==> config.mk <==
export PLATFORM = sky130hd
export DESIGN_NAME = addecrc
export DESIGN_NICKNAME = d
export VERILOG_FILES = /design/src/rtl/addecrc.sv
export SDC_FILE = /design/constraint.sdc
export NUM_CORES = 1
export LEC_CHECK = 0
export ABC_AREA = 1
export CORE_UTILIZATION = 66
export DETAILED_ROUTE_END_ITERATION = 12
export GPL_TIMING_DRIVEN = 0
export PLACE_DENSITY = 0.94
export SETUP_SLACK_MARGIN = 0.15
export SYNTH_ARGS = -nofsm -noshare
export SYNTH_HDL_FRONTEND = slang
export SYNTH_SLANG_ARGS = --single-unit
==> constraint.sdc <==
create_clock -name i_clk -period 2.75 [get_ports i_clk]
set_input_delay 0.55 -clock i_clk [delete_from_list [all_inputs] [get_ports i_clk]]
set_output_delay 0.55 -clock i_clk [all_outputs]
set_load 0.1 [all_outputs]
==> src/rtl/addecrc.sv <==
// addecrc -- appends an IEEE 802.3 CRC-32 trailer to a nibble-wide frame
// stream. It can also pass the frame through unchanged, with one registered
// stage of delay.
//
// Each frame is echoed one i_ce cycle late. In append mode, eight trailer
// nibbles follow the last data nibble with no gap. They hold the complemented
// CRC, least significant byte first and low nibble first.
//
// Ports:
//   i_clk      rising-edge clock for all state
//   i_reset    synchronous active-high reset (wins over i_ce and i_cancel)
//   i_ce       nibble-rate clock enable; everything holds while low
//   i_en       1 = append CRC, 0 = registered bypass; sampled at frame start
//   i_cancel   abort the current frame
//   i_v        input nibble valid; a frame is one contiguous run of i_v high
//   i_nibble   input nibble, low nibble of each byte first
//   o_v        output nibble valid (registered)
//   o_nibble   output nibble (registered)
module addecrc (
  input  logic       i_clk,
  input  logic       i_reset,
  input  logic       i_ce,
  input  logic       i_en,
  input  logic       i_cancel,
  input  logic       i_v,
  input  logic [3:0] i_nibble,
  output logic       o_v,
  output logic [3:0] o_nibble
);

  typedef enum logic [1:0] {
    IDLE,
    DATA,
    TRAIL,
    WAIT
  } state_t;

  localparam logic [31:0] CrcInit = 32'hFFFF_FFFF;
  localparam logic [31:0] CrcPoly = 32'hEDB8_8320;

  state_t      state_q,     state_d;
  logic [2:0]  count_q,     count_d;
  logic [31:0] crc_q,       crc_d;
  logic        enLatch_q,   enLatch_d;
  logic        outValid_q,  outValid_d;
  logic [3:0]  outNibble_q, outNibble_d;

  // Advances the reflected CRC-32 LFSR by one nibble, consuming bit 0 first.
  // This matches the byte-wise reflected CRC when the low nibble goes first.
  function automatic logic [31:0] crcNibble(input logic [31:0] crc,
                                            input logic [3:0]  d);
    logic [31:0] c;
    c = crc;
    for (int i = 0; i < 4; i++) begin
      if (c[0] ^ d[i]) begin
        c = (c >> 1) ^ CrcPoly;
      end else begin
        c = c >> 1;
      end
    end
    return c;
  endfunction

  // Next-state logic for the framer. Cancel is checked first so that it
  // overrides every other transition in the same cycle. A frame only starts
  // from IDLE, which is reached only after i_v has been seen low. This keeps
  // us from ever picking up the tail end of a run we did not see start. The
  // first nibble of a frame seeds the CRC from the constant initial value.
  // A frame that starts right after a trailer or a bypass frame therefore
  // never depends on a leftover register value.
  always_comb begin
    state_d     = state_q;
    count_d     = count_q;
    crc_d       = crc_q;
    enLatch_d   = enLatch_q;
    outValid_d  = outValid_q;
    outNibble_d = outNibble_q;

    if (i_cancel) begin
      outValid_d = 1'b0;
      crc_d      = CrcInit;
      count_d    = 3'd0;
      state_d    = i_v ? WAIT : IDLE;
    end else begin
      case (state_q)
        IDLE: begin
          if (i_v) begin
            enLatch_d   = i_en;
            state_d     = DATA;
            outValid_d  = 1'b1;
            outNibble_d = i_nibble;
            crc_d       = crcNibble(CrcInit, i_nibble);
          end else begin
            outValid_d = 1'b0;
            crc_d      = CrcInit;
          end
        end

        DATA: begin
          if (!enLatch_q) begin
            outValid_d  = i_v;
            outNibble_d = i_nibble;
            if (!i_v) begin
              state_d = IDLE;
              crc_d   = CrcInit;
            end
          end else if (i_v) begin
            outValid_d  = 1'b1;
            outNibble_d = i_nibble;
            crc_d       = crcNibble(crc_q, i_nibble);
          end else begin
            state_d     = TRAIL;
            count_d     = 3'd1;
            outValid_d  = 1'b1;
            outNibble_d = ~crc_q[3:0];
          end
        end

        TRAIL: begin
          // Any i_v activity here is discarded. If a run is still active
          // when the last trailer nibble goes out, we wait for it to end.
          outValid_d  = 1'b1;
          outNibble_d = ~crc_q[{count_q, 2'b00} +: 4];
          if (count_q == 3'd7) begin
            count_d = 3'd0;
            state_d = i_v ? WAIT : IDLE;
          end else begin
            count_d = count_q + 3'd1;
          end
        end

        WAIT: begin
          outValid_d = 1'b0;
          if (!i_v) begin
            state_d = IDLE;
            crc_d   = CrcInit;
          end
        end

        default: begin
          outValid_d = 1'b0;
          state_d    = WAIT;
        end
      endcase
    end
  end

  // State register. Reset parks the block in WAIT. After reset, output
  // resumes only with a frame that starts after i_v has been seen low.
  // All updates are gated by the nibble-rate enable.
  always_ff @(posedge i_clk) begin
    if (i_reset) begin
      state_q     <= WAIT;
      count_q     <= 3'd0;
      crc_q       <= CrcInit;
      enLatch_q   <= 1'b0;
      outValid_q  <= 1'b0;
      outNibble_q <= 4'h0;
    end else if (i_ce) begin
      state_q     <= state_d;
      count_q     <= count_d;
      crc_q       <= crc_d;
      enLatch_q   <= enLatch_d;
      outValid_q  <= outValid_d;
      outNibble_q <= outNibble_d;
    end
  end

  assign o_v      = outValid_q;
  assign o_nibble = outNibble_q;

endmodule

* Word level (Yosys, flattened, before mapping)
Index checks and enable logic that the tools add are counted.
Word-level totals: logic and storage cells 101, register bits after elaboration 43
Operators by class: muxes and demuxes 56, add/subtract/negate cells 1, bitwise gates (word level) 17, equal/unequal tests 11, shifts and indexed selects 1, reduce and logical (&&, ||, !) cells 9
Operators by type and width (count):
- two-way mux 32 bit | 34
- inverter 13 -> 14 bit | 7
- case mux 32 bit (3 select lines) | 1
- indexed part select 32 x 6 -> 4 bit | 1
- AND reduction 4 bit | 4
- two-way mux 2 bit | 7
- two-way mux 3 bit | 4
- two-way mux 4 bit | 3
- != test 3 bit, second input constant | 4
- case mux 4 bit (3 select lines) | 1
- != test 4 bit, second input constant | 2
- inverter 4 bit | 2
- case mux 2 bit (4 select lines) | 1
- XOR 1 bit | 7
- case mux 3 bit (2 select lines) | 1
- nonzero test 3 bit | 2
- == test 2 bit, second input constant | 2
- case mux 1 bit (4 select lines) | 1
- nonzero test 4 bit | 1
- adder 3 x 1 -> 3 bit, second input constant | 1
- == test 3 bit, second input constant | 1
- two-way mux 1 bit | 3
- AND reduction 3 bit | 1
- == test 2 x 1 -> 1 bit, second input constant | 1
- other kinds (3) | 3

* Depth between registers and ports, before layout
depth in word-level cells 24, gate-level depth with buffers 13, gate-level depth less buffers 12

* Worst setup path before layout
No wires, ideal clock.
path kind register -> register, start reg state_q[1], end reg crc_q[18], setup time 115 ps, buffers on the path 1, path slack 1107 ps, arrival time 1528 ps, cell stages (with the launch flop) 14, path through dfxtp_1 > inv_1 > ha_1 > inv_2 > nor2_4 > nor2_4 > nand2_1 > buf_4 > inv_2 > a21oi_1 > a21oi_1 > nand2_1 > nand2_1 > nand2_1
Between the ends: longest elaborated chain between the ends 3, elaborated cells between the ends (all ways) 8, those cells by class eq/ne (3); mux (2); reduce/logical (3)
Ends and longest elaborated chain:
- start: declaration | RTL line 41 | state_t state_q, state_d;
- start signal: assignment | RTL line 160 | state_q <= state_d;
- == test 2 x 1 -> 1 bit (tied with other cells) | RTL line 85 | case (state_q)
- != test 4 bit (no line) (tied with other cells)
- AND reduction 3 bit (no line) / two-way mux 32 bit (equally long branches)
- end signal: assignment | RTL line 155 | crc_q <= CrcInit;
- end signal: assignment | RTL line 162 | crc_q <= crc_d;
- end: declaration | RTL line 43 | logic [31:0] crc_q, crc_d;
Several ways; a longest one is shown, not always the timed one. A chain may end at the register's enable or synchronous reset.

* Worst setup path in the final report
start in i_v, end reg crc_q[22]
Between the ends: longest elaborated chain between the ends 4, elaborated cells between the ends (all ways) 7, those cells by class eq/ne (1); mux (5); reduce/logical (1)
Ends and longest elaborated chain:
- start: declaration | RTL line 25 | input logic i_v,
- two-way mux 32 bit (2 in a row)
- case mux 32 bit (3 select lines) | RTL line 85
- two-way mux 32 bit | RTL line 79 | if (i_cancel) begin
Several ways; a longest one is shown, not always the timed one.

==> impl_metrics.ini <==
[min_path]
hold_class = register to register
hold_depth = 2
holdCritStartpoint = o_nibble[1]
min_to = o_nibble[1]

[worst_setup_path]
worst-r2r-cell-count = 9
r2r_slack_ns = 0.50
path_class = input pin to register
cp-end-kind = register
arrival_ns = 2.62
reg2reg_from = state_q[1]
cp.required_ns = 2.96
path_max_fanout = 10
r2r_end = crc_q[19]
start_kind = input pin

[global_route]
antenna_found_initial = 0
grt.overflow.total = 0
grt_max_degree = 13
grt_usage_pct = 46.52
grt_pass1_vias = 3806
grt_pass1_wl_um = 18930

[floorplanning]
core_um2 = 5140
start_util_pct = 68.74
die_x_um = 75.17
die_h_um = 75.17
dieArea_um2 = 5651
rows = 26
num_io_pins = 15

[finish]
seq_area_um2 = 860.8
multi_input_area_um2 = 2316
diodes = 0
num-fill-cells = 491
final_area_um2 = 3819
drive_gt1_share_pct = 6.864
final_common_cell = nand2_1
nNetsFinal = 658
area_growth_pct = 8.074
layout_common_cells = nand2_1, nand3_1, a21oi_1

[route]
drcViolationCount = 0
dr.pass1.iters = 7
m1WireLength_um = 4647
wl_met3_um = 2007
wl_met2_um = 5590
drtIter0Drc = 742
finalWirelength_um = 13010
ant_nets = 0
drt-wirelength-per-cell_um = 18.29
highest_layer = met4
via_per_inst = 6.323
vias = 4496

[yosys]
synthAdderAreaFrac_pct = 2.479
yosysWarnings = 0
synth-compound-area-share_pct = 18.91
seq_area_frac_synth_pct = 24.36
yosys.area_share.simple_pct = 41.43
synth.net_count = 640
synth.distinct_cells = 34
async_flop_share_pct = 0
syn_area_per_cell_um2 = 5.672
synth_flop_cell = dfxtp_1
yosys.area.top_type = nand2_1
syn_area_um2 = 3533
synth_xor_xnor_area_share_pct = 2.727
synthMuxAreaShare_pct = 0
synth_edf_count = 0
ys_top_cells_by_area = nand2_1, dfxtp_1, nand3_1
synth-seq-cells = 43
synth_top_family_by_area = simple AND/OR/NAND/NOR gates
synthCells = 623
yosys.area.top_type_share_pct = 24.54

[flow_run]
drv_cap = 0

[power]
vdd_drop_max_uv = 430.4
power_density_nw_per_um2 = 486.7
leakagePower_nw = 1.889

[placement]
routabilityCongestion = 1.060
hpwl_um = 9450
io_buffer_count = 11
placed_area_um2 = 3731

[cts]
cts_buffer_depth = 2
clk_pin_slew_ns = 0.09
post_cts_buffers = 0
hold_buffers = 0
htree_levels = 2
cts_root_buffer = clkbuf_8
cts_tree = yes
numCtsBuffers = 5
worstSkewPairLatency_ns = 0.31
cts-resized-gates = 0
clock_sinks = 43

[outcome]
status = completed

[sta]
hold_violations = 0
min_period_ns = 2.408
tightest_slew_ns = 1.004
rsz0062_at_grt = no
setup_tns_ns = 0
timing.hold.ws_ns = 0.4873
clock.fmax_mhz = 415.3
fin_crit_sh_pct = 87.55
setup_viol = 0
relSlewSlack_pct = 32.87
fin_skew_ns = 0.007087
slew_violations = 0
-- sequential cells by signal (all words and copies together) (netlist names) --
register	count
crc_q	32
count_q	3
o_v	1
o_nibble	4
state_q	2
enLatch_q	1
-- worst max path at each step --
| stage | start | end | slack [ns] | cells after the start |
|---|---|---|---|---|
| finish | i_v | crc_q[22] | 0.34 | 9 |
| global route | o_nibble[0] | o_nibble[0] | 0.36 | 1 |
| CTS | o_nibble[1] | o_nibble[1] | 0.37 | 1 |
| detailed placement | i_v | crc_q[22] | 0.18 | 9 |
| global placement | i_v | crc_q[22] | 0.27 | 9 |
| floorplan | state_q[1] | crc_q[18] | 1.11 | 13 |
-- per-stage QoR --
step / setup slack, ns / cells / util (%) / power, mW
after CTS: 0.3651 / 711 / 74.29 / 1.803
after floorplan: 1.107 / 623 / - / 1.194
after global placement: 0.2748 / 704 / 72.59 / 1.362
final: 0.3423 / 711 / 74.29 / 1.859
after global routing: 0.3553 / 711 / 74.29 / 1.919
after detailed placement: 0.1784 / 704 / 72.59 / 1.385
-- critical path, cell delays in order --
cell             delay, ns
clkdlybuf4s50_1       0.62
inv_1                 0.15
clkbuf_1              0.27
o21ai_0               0.48
nand2_1               0.18
a21oi_1               0.15
o21ai_1               0.08
nand2_1               0.07
nand2_1               0.06
-- cell usage after synthesis (4+ instances only) --
| cell type | number |
|---|---|
| ha_1 | 7 |
| nand2_2 | 9 |
| nand3_1 | 67 |
| dfxtp_1 | 43 |
| buf_2 | 6 |
| buf_1 | 4 |
| inv_1 | 51 |
| buf_4 | 6 |
| a21oi_1 | 65 |
| nor3_1 | 5 |
| o211ai_1 | 4 |
| inv_2 | 10 |
| o21ai_0 | 32 |
| nand2_1 | 231 |
| o21ai_1 | 19 |
| clkbuf_1 | 10 |
| nor2_1 | 24 |
| xor2_1 | 10 |
-- cell families (layout without fill, tap and decap cells) --
family	count (synthesis)	after routing
simple gates	347	347
compound gates	128	128
buf+inv	87	105
flops	43	43
xor+xnor	11	11
fa+ha+maj	7	7
-- per-layer routing --
layer | up-vias | GRT usage [%]
met5 | - | 0
met4 | 0 | 28.60
met3 | 87 | 17.67
met2 | 401 | 70.07
met1 | 1957 | 56.14
li1 | 2051 | -
-- report_power, final --
part / internal [mW] / switching (mW) / leakage [nW] / total [mW]
sequential: 0.667 / 0.0600 / 0.353 / 0.727
combinational: 0.205 / 0.482 / 1.49 / 0.687
clock: 0.198 / 0.247 / 0.0470 / 0.445
total: 1.07 / 0.789 / 1.89 / 1.86
-- cell type report --
cell class	instances	share of cell area, %
Sequential cell	43	22.54
Multi-Input combinational cell	493	60.65
Buffer	26	3.342
Timing Repair Buffer	11	2.883
Clock inverter	1	0.1311
Inverter	61	5.996
Clock buffer	6	2.163
Tap cell	70	2.294
Power figures use the tool's default switching activity.
